===== config.mk =====
export PLATFORM = sky130hd
export DESIGN_NAME = pwm_dac
export DESIGN_NICKNAME = d
export VERILOG_FILES = /design/src/rtl/dac_pkg.sv /design/src/rtl/tick_gen.sv /design/src/rtl/pwm_dac.sv
export SDC_FILE = /design/constraint.sdc
export NUM_CORES = 1
export LEC_CHECK = 0
export ABC_AREA = 1
export BUFFER_PORTS_ARGS = -buffer_cell sky130_fd_sc_hd__buf_4
export CAP_MARGIN = 20
export CORE_ASPECT_RATIO = 0.6
export CORE_MARGIN = 2
export CORE_UTILIZATION = 50
export DETAILED_ROUTE_END_ITERATION = 10
export GPL_ROUTABILITY_DRIVEN = 0
export GPL_TIMING_DRIVEN = 0
export PLACE_DENSITY_LB_ADDON = 0.12
export SYNTH_ARGS = -nofsm -noshare
export SYNTH_HDL_FRONTEND = slang
export SYNTH_SLANG_ARGS = --single-unit

===== constraint.sdc =====
create_clock -name clk -period 5.4 [get_ports clk]
set_input_delay 0.27 -clock clk [delete_from_list [all_inputs] [get_ports clk]]
set_output_delay 0.27 -clock clk [all_outputs]
set_load 0.02 [all_outputs]

===== src/rtl/dac_pkg.sv =====
// Shared types and constants for the pwm_dac output stage.
package dac_pkg;

  localparam int DAC_WIDTH_DEF = 8;

  // Encoding of the sd_sel input.
  localparam logic MODE_PWM = 1'b0;
  localparam logic MODE_SD  = 1'b1;

  typedef enum logic [1:0] {
    IDLE    = 2'd0,
    PWM_RUN = 2'd1,
    SD_RUN  = 2'd2
  } dac_state_t;

endpackage


===== src/rtl/tick_gen.sv =====
// Modulation-rate prescaler: tick is high on the last count of every
// PRESCALE-cycle period. clr holds the count at 0 so a run always starts
// with a full period after the start edge.
module tick_gen #(
  parameter int PRESCALE = 1
) (
  input  logic clk,
  input  logic rst,
  input  logic clr,
  output logic tick
);

  localparam int CW = (PRESCALE > 1) ? $clog2(PRESCALE) : 1;
  localparam logic [CW-1:0] LAST = CW'(PRESCALE - 1);

  logic [CW-1:0] pre_cnt;

  assign tick = (pre_cnt == LAST);

  // Count 0..PRESCALE-1 and wrap; cleared by reset or while idle.
  always_ff @(posedge clk) begin
    if (rst || clr) begin
      pre_cnt <= '0;
    end else if (tick) begin
      pre_cnt <= '0;
    end else begin
      pre_cnt <= pre_cnt + CW'(1);
    end
  end

endmodule


===== src/rtl/pwm_dac.sv =====
// 1-bit DAC output stage: fixed-frame PWM or first-order sigma-delta of
// the incoming wave sample.
//
// Handshake: there is no back-pressure. wave is simply sampled on each
// latching edge (frame boundary in PWM, every tick in SD), and
// sample_tick is high for the single cycle following that edge.
module pwm_dac
  import dac_pkg::*;
#(
  parameter int WIDTH    = DAC_WIDTH_DEF,
  parameter int PRESCALE = 1
) (
  input  logic             clk,
  input  logic             rst,
  input  logic             en,
  input  logic             sd_sel,
  input  logic [WIDTH-1:0] wave,
  output logic             pwm_out,
  output logic             sample_tick,
  output logic             frame_start,
  output logic [1:0]       dbg_state
);

  localparam logic [WIDTH-1:0] PH_MAX = '1;

  dac_state_t       state_q, state_d;
  logic [WIDTH-1:0] ph_q, ph_d;
  logic [WIDTH-1:0] duty_q, duty_d;
  logic [WIDTH:0]   acc_q, acc_d;
  logic             pwm_d, st_d, fs_d;
  logic             tick;
  logic             pwm_wrap, sd_tick, start, latch;

  assign dbg_state = state_q;

  tick_gen #(.PRESCALE(PRESCALE)) u_tick (
    .clk  (clk),
    .rst  (rst),
    .clr  ((state_q == IDLE) || !en),
    .tick (tick)
  );

  // Latching events: start edge, PWM phase wrap, or any SD tick.
  assign start    = (state_q == IDLE);
  assign pwm_wrap = (state_q == PWM_RUN) && tick && (ph_q == PH_MAX);
  assign sd_tick  = (state_q == SD_RUN) && tick;
  assign latch    = start || pwm_wrap || sd_tick;

  // State register; reset beats everything.
  always_ff @(posedge clk) begin
    if (rst) begin
      state_q <= IDLE;
    end else begin
      state_q <= state_d;
    end
  end

  // Next state: en low always idles; mode is re-read only at latch points.
  always_comb begin
    state_d = state_q;
    if (!en) begin
      state_d = IDLE;
    end else if (latch) begin
      state_d = (sd_sel == MODE_SD) ? SD_RUN : PWM_RUN;
    end
  end

  // Next values of the datapath and registered outputs.
  always_comb begin
    ph_d   = ph_q;
    duty_d = duty_q;
    acc_d  = acc_q;
    pwm_d  = 1'b0;
    st_d   = 1'b0;
    fs_d   = 1'b0;
    case (state_d)
      PWM_RUN: begin
        acc_d = '0;
        if (latch) begin
          duty_d = wave;
          ph_d   = '0;
          st_d   = 1'b1;
          fs_d   = 1'b1;
        end else if (tick) begin
          ph_d = ph_q + WIDTH'(1);
        end
        pwm_d = (ph_d < duty_d);
      end
      SD_RUN: begin
        ph_d   = '0;
        duty_d = '0;
        if (latch) begin
          acc_d = {1'b0, acc_q[WIDTH-1:0]} + {1'b0, wave};
          st_d  = 1'b1;
        end
        pwm_d = acc_d[WIDTH];
      end
      default: begin
        ph_d   = '0;
        duty_d = '0;
        acc_d  = '0;
      end
    endcase
  end

  // Datapath and output registers, all cleared by reset.
  always_ff @(posedge clk) begin
    if (rst) begin
      ph_q        <= '0;
      duty_q      <= '0;
      acc_q       <= '0;
      pwm_out     <= 1'b0;
      sample_tick <= 1'b0;
      frame_start <= 1'b0;
    end else begin
      ph_q        <= ph_d;
      duty_q      <= duty_d;
      acc_q       <= acc_d;
      pwm_out     <= pwm_d;
      sample_tick <= st_d;
      frame_start <= fs_d;
    end
  end

endmodule


==> results.sh <==
export IMPL_drive_gt1_share_pct=17.5
export IMPL_synth_cell_type_count=36
export IMPL_holdPathEnd="acc_q[8]"
export IMPL_grt_total_usage_pct=19.6
export IMPL_grt_overflow_total=0
export IMPL_avgSynthCellArea_um2=8.25
export IMPL_cts_tree="done"
export IMPL_async_reset_ff_share_pct=0
export IMPL_drt_pass1_iterations=4
export IMPL_synth_compound_area_share_pct=12.3
export IMPL_wl_per_cell_um=12.2
export IMPL_clk_latency_ps=280
export IMPL_die_y_um=50.4
export IMPL_final_cells=285
export IMPL_synth_top_cell_area_share_pct=34.7
export IMPL_core_area_um2=3340
export IMPL_path_clk_slew_ps=60
export IMPL_r2r_slack_ps=2910
export IMPL_syn_cell_area_um2=1790
export IMPL_postCtsSetupBuffers=0
export IMPL_port_buffers=16
export IMPL_end_kind="flip-flop"
export IMPL_synth_edf_count=0
export IMPL_rows=16
export IMPL_worstRegToRegCells=12
export IMPL_holdBufCountCts=0
export IMPL_met3_length_um=116
export IMPL_path_cells="ha_1 > nand2_4 > nor2_4 > nand3_4 > nand2_4 > inv_2 > a211oi_2 > inv_1 > ha_1 > nand2_1 > clkbuf_1 > nor2_1"
export IMPL_reg2reg_to="duty_q[7]"
export IMPL_grt_pass1_vias=1302
export IMPL_ys_flop_type="dfxtp_1"
export IMPL_ios=17
export IMPL_min_path_cells=2
export IMPL_power_density_nw_per_um2=245
export IMPL_status="completed"
export IMPL_synth_area_leaders="dfxtp_1 (35%), ha_1 (13%), nor2_1 (6.7%), a21oi_1 (5.3%), nand2_1 (5.0%)"
export IMPL_dr_total_vias=1395
export IMPL_cap_violations=0
export IMPL_post_drt_via_cell_ratio=4.89
export IMPL_slew_violations=0
export IMPL_synthMuxAreaShare_pct=3.91
export IMPL_m1WireLength_um=2050
export IMPL_area_delta_synth_final_pct=14.7
export IMPL_worstSetupPathType="reg -> reg"
export IMPL_fmax_mhz=402
export IMPL_synth_fa_ha_area_share_pct=13.7
export IMPL_synth_xor_xnor_area_share_pct=5.38
export IMPL_post_route_min_period_ps=2490
export IMPL_drt_initial_drc_count=66
export IMPL_ys_ff_latch=31
export IMPL_synth_top_family_by_area="simple AND/OR/NAND/NOR gates"
export IMPL_dieArea_um2=4090
export IMPL_critPathLaunch="ph_q[0]"
export IMPL_ys_seq_area_share_pct=34.7
export IMPL_antenna_found_initial=0
export IMPL_n_antenna_cell=0
export IMPL_routed_top_layer="met4"
export IMPL_worstPathArrival_ps=2640
export IMPL_cts_max_level=2
export IMPL_setup_slack_ps=2910
export IMPL_cpLargestDelayFamily="simple AND/OR/NAND/NOR gates"
export IMPL_route_met2_wl_um=1260
export IMPL_ant_nets=0
export IMPL_synth_common_cells="nor2_1 (32), dfxtp_1 (31), nand2_1 (24), inv_1 (22), a21oi_1 (19)"
export IMPL_syn_nets=248
export IMPL_cp_start_kind="flip-flop"
export IMPL_grt_pass1_wl_um=5980
export IMPL_critPathRequiredTime_ps=5550
export IMPL_cp_max_fo=10
export IMPL_numCtsBuffers=5
export IMPL_vdd_drop_max_mv=0.148
export IMPL_die_w_um=81.3
export IMPL_hpwl_um=2750
export IMPL_grt_max_degree=11
export IMPL_hold_path_class="in -> reg"
export IMPL_start_util_pct=53.6
export IMPL_pre_cts_ws_ps=2900
export IMPL_yosysMostFrequentCell="nor2_1"
export IMPL_hold_violations=0
export IMPL_max_stage_delay_ps=410
export IMPL_placed_area_um2=1970
export IMPL_wirelength_um=3470
export IMPL_whs_ps=184
export IMPL_cellLeakagePower_nw=0.962
export IMPL_clk_path_buf_depth=2
export IMPL_rsz0062_at_grt="false"
export IMPL_fillers=312
export IMPL_final_setup_tns_ps=0
export IMPL_hp_start="rst"
export IMPL_postCtsResizedCells=0
export IMPL_root_buffer="clkbuf_8"
export IMPL_period_share_pct=46.1
export IMPL_synth_largest_area_cell="dfxtp_1"
export IMPL_fin_area_um2=2050
export IMPL_path_buf_inv=3
export IMPL_r2r_start="ph_q[0]"
export IMPL_slowest_stage="clkbuf_1"
export IMPL_yosysWarnings=0
export IMPL_setup_violations_final=0
export IMPL_dp_cells=278
export IMPL_drc=0
export IMPL_clock_sinks=31
export IMPL_netlist_instances=217
export IMPL_synthSimpleGateAreaFrac_pct=21.9
export IMPL_fin_worst_skew_ps=4.01
export IMPL_layout_nets=271
-- cell families (layout without fill, tap and decap cells) --
group,after synthesis,in the layout
and+or+nand+nor,81,81
AOI/OAI and AO/OA,37,37
DFF,31,31
buffers and inverters,30,53
adders and majority gates,19,19
xor gates and xnor gates,11,11
muxes,7,7
other,1,1
-- flip-flops by register name, summed over array words and instances (netlist names) --
| register | count |
|---|---|
| acc_q | 9 |
| duty_q | 8 |
| ph_q | 8 |
| dbg_state | 2 |
| frame_start | 1 |
| pwm_out | 1 |
| sample_tick | 1 |
| u_tick.pre_cnt | 1 |
-- power breakdown --
| part | switching (mW) | internal, mW |
|---|---|---|
| Clock | 0.0823 | 0.0998 |
| Sequential | 0.00306 | 0.235 |
| Combinational | 0.0479 | 0.0344 |
-- worst max path at each step --
stage / endpoint / cells past startpoint
final: duty_q[7] / 12
after global routing: frame_start / 12
after CTS: duty_q[7] / 12
after detailed placement: duty_q[7] / 12
after global placement: duty_q[6] / 12
after floorplan: pwm_out / 14
-- cell usage in the layout, fill, tap and decap left out, drive strengths merged --
master / synthesis / final
a21oi: 20 / 20
xor2: 8 / 8
a211oi: 1 / 1
nor3: 8 / 8
nor2: 35 / 35
fa: 1 / 1
ha: 18 / 18
nand4: 1 / 1
nor4: 1 / 1
o211ai: 1 / 1
nand3: 6 / 6
nand2: 27 / 27
clkbuf: 1 / 7
mux2i: 7 / 7
nand3b: 1 / 1
buf: 4 / 20
or2: 1 / 1
clkinv: 0 / 1
dfxtp: 31 / 31
and3: 1 / 1
inv: 25 / 25
conb: 1 / 1
xnor2: 3 / 3
o21bai: 2 / 2
o211a: 1 / 1
o21ai: 12 / 12
-- through the flow --
step / power, mW / util (%)
final: 0.503 / 61.5
after global routing: 0.526 / 61.5
after CTS: 0.507 / 61.5
after detailed placement: 0.325 / 58.8
after global placement: 0.325 / 58.8
after floorplan: 0.301 / -
-- layout make-up --
cell class,count,area (µm²),area share [%]
plain buffers,5,47.5,2.31
multi-input cells,156,1030,50.1
repair buffers,16,120,5.85
well taps,45,56.3,2.74
flip-flops and latches,31,621,30.2
inverters,25,93.8,4.57
clock inverters,1,5.00,0.244
clock buffers,6,82.6,4.02
-- per-layer routing --
metal | track usage (%) | vias to the layer above
met3 | 5.40 | 5
li1 | - | 756
met1 | 30.5 | 615
met4 | 5.93 | 0
met5 | 0 | -
met2 | 25.8 | 19
No activity file was read; power rests on OpenSTA's default activity.
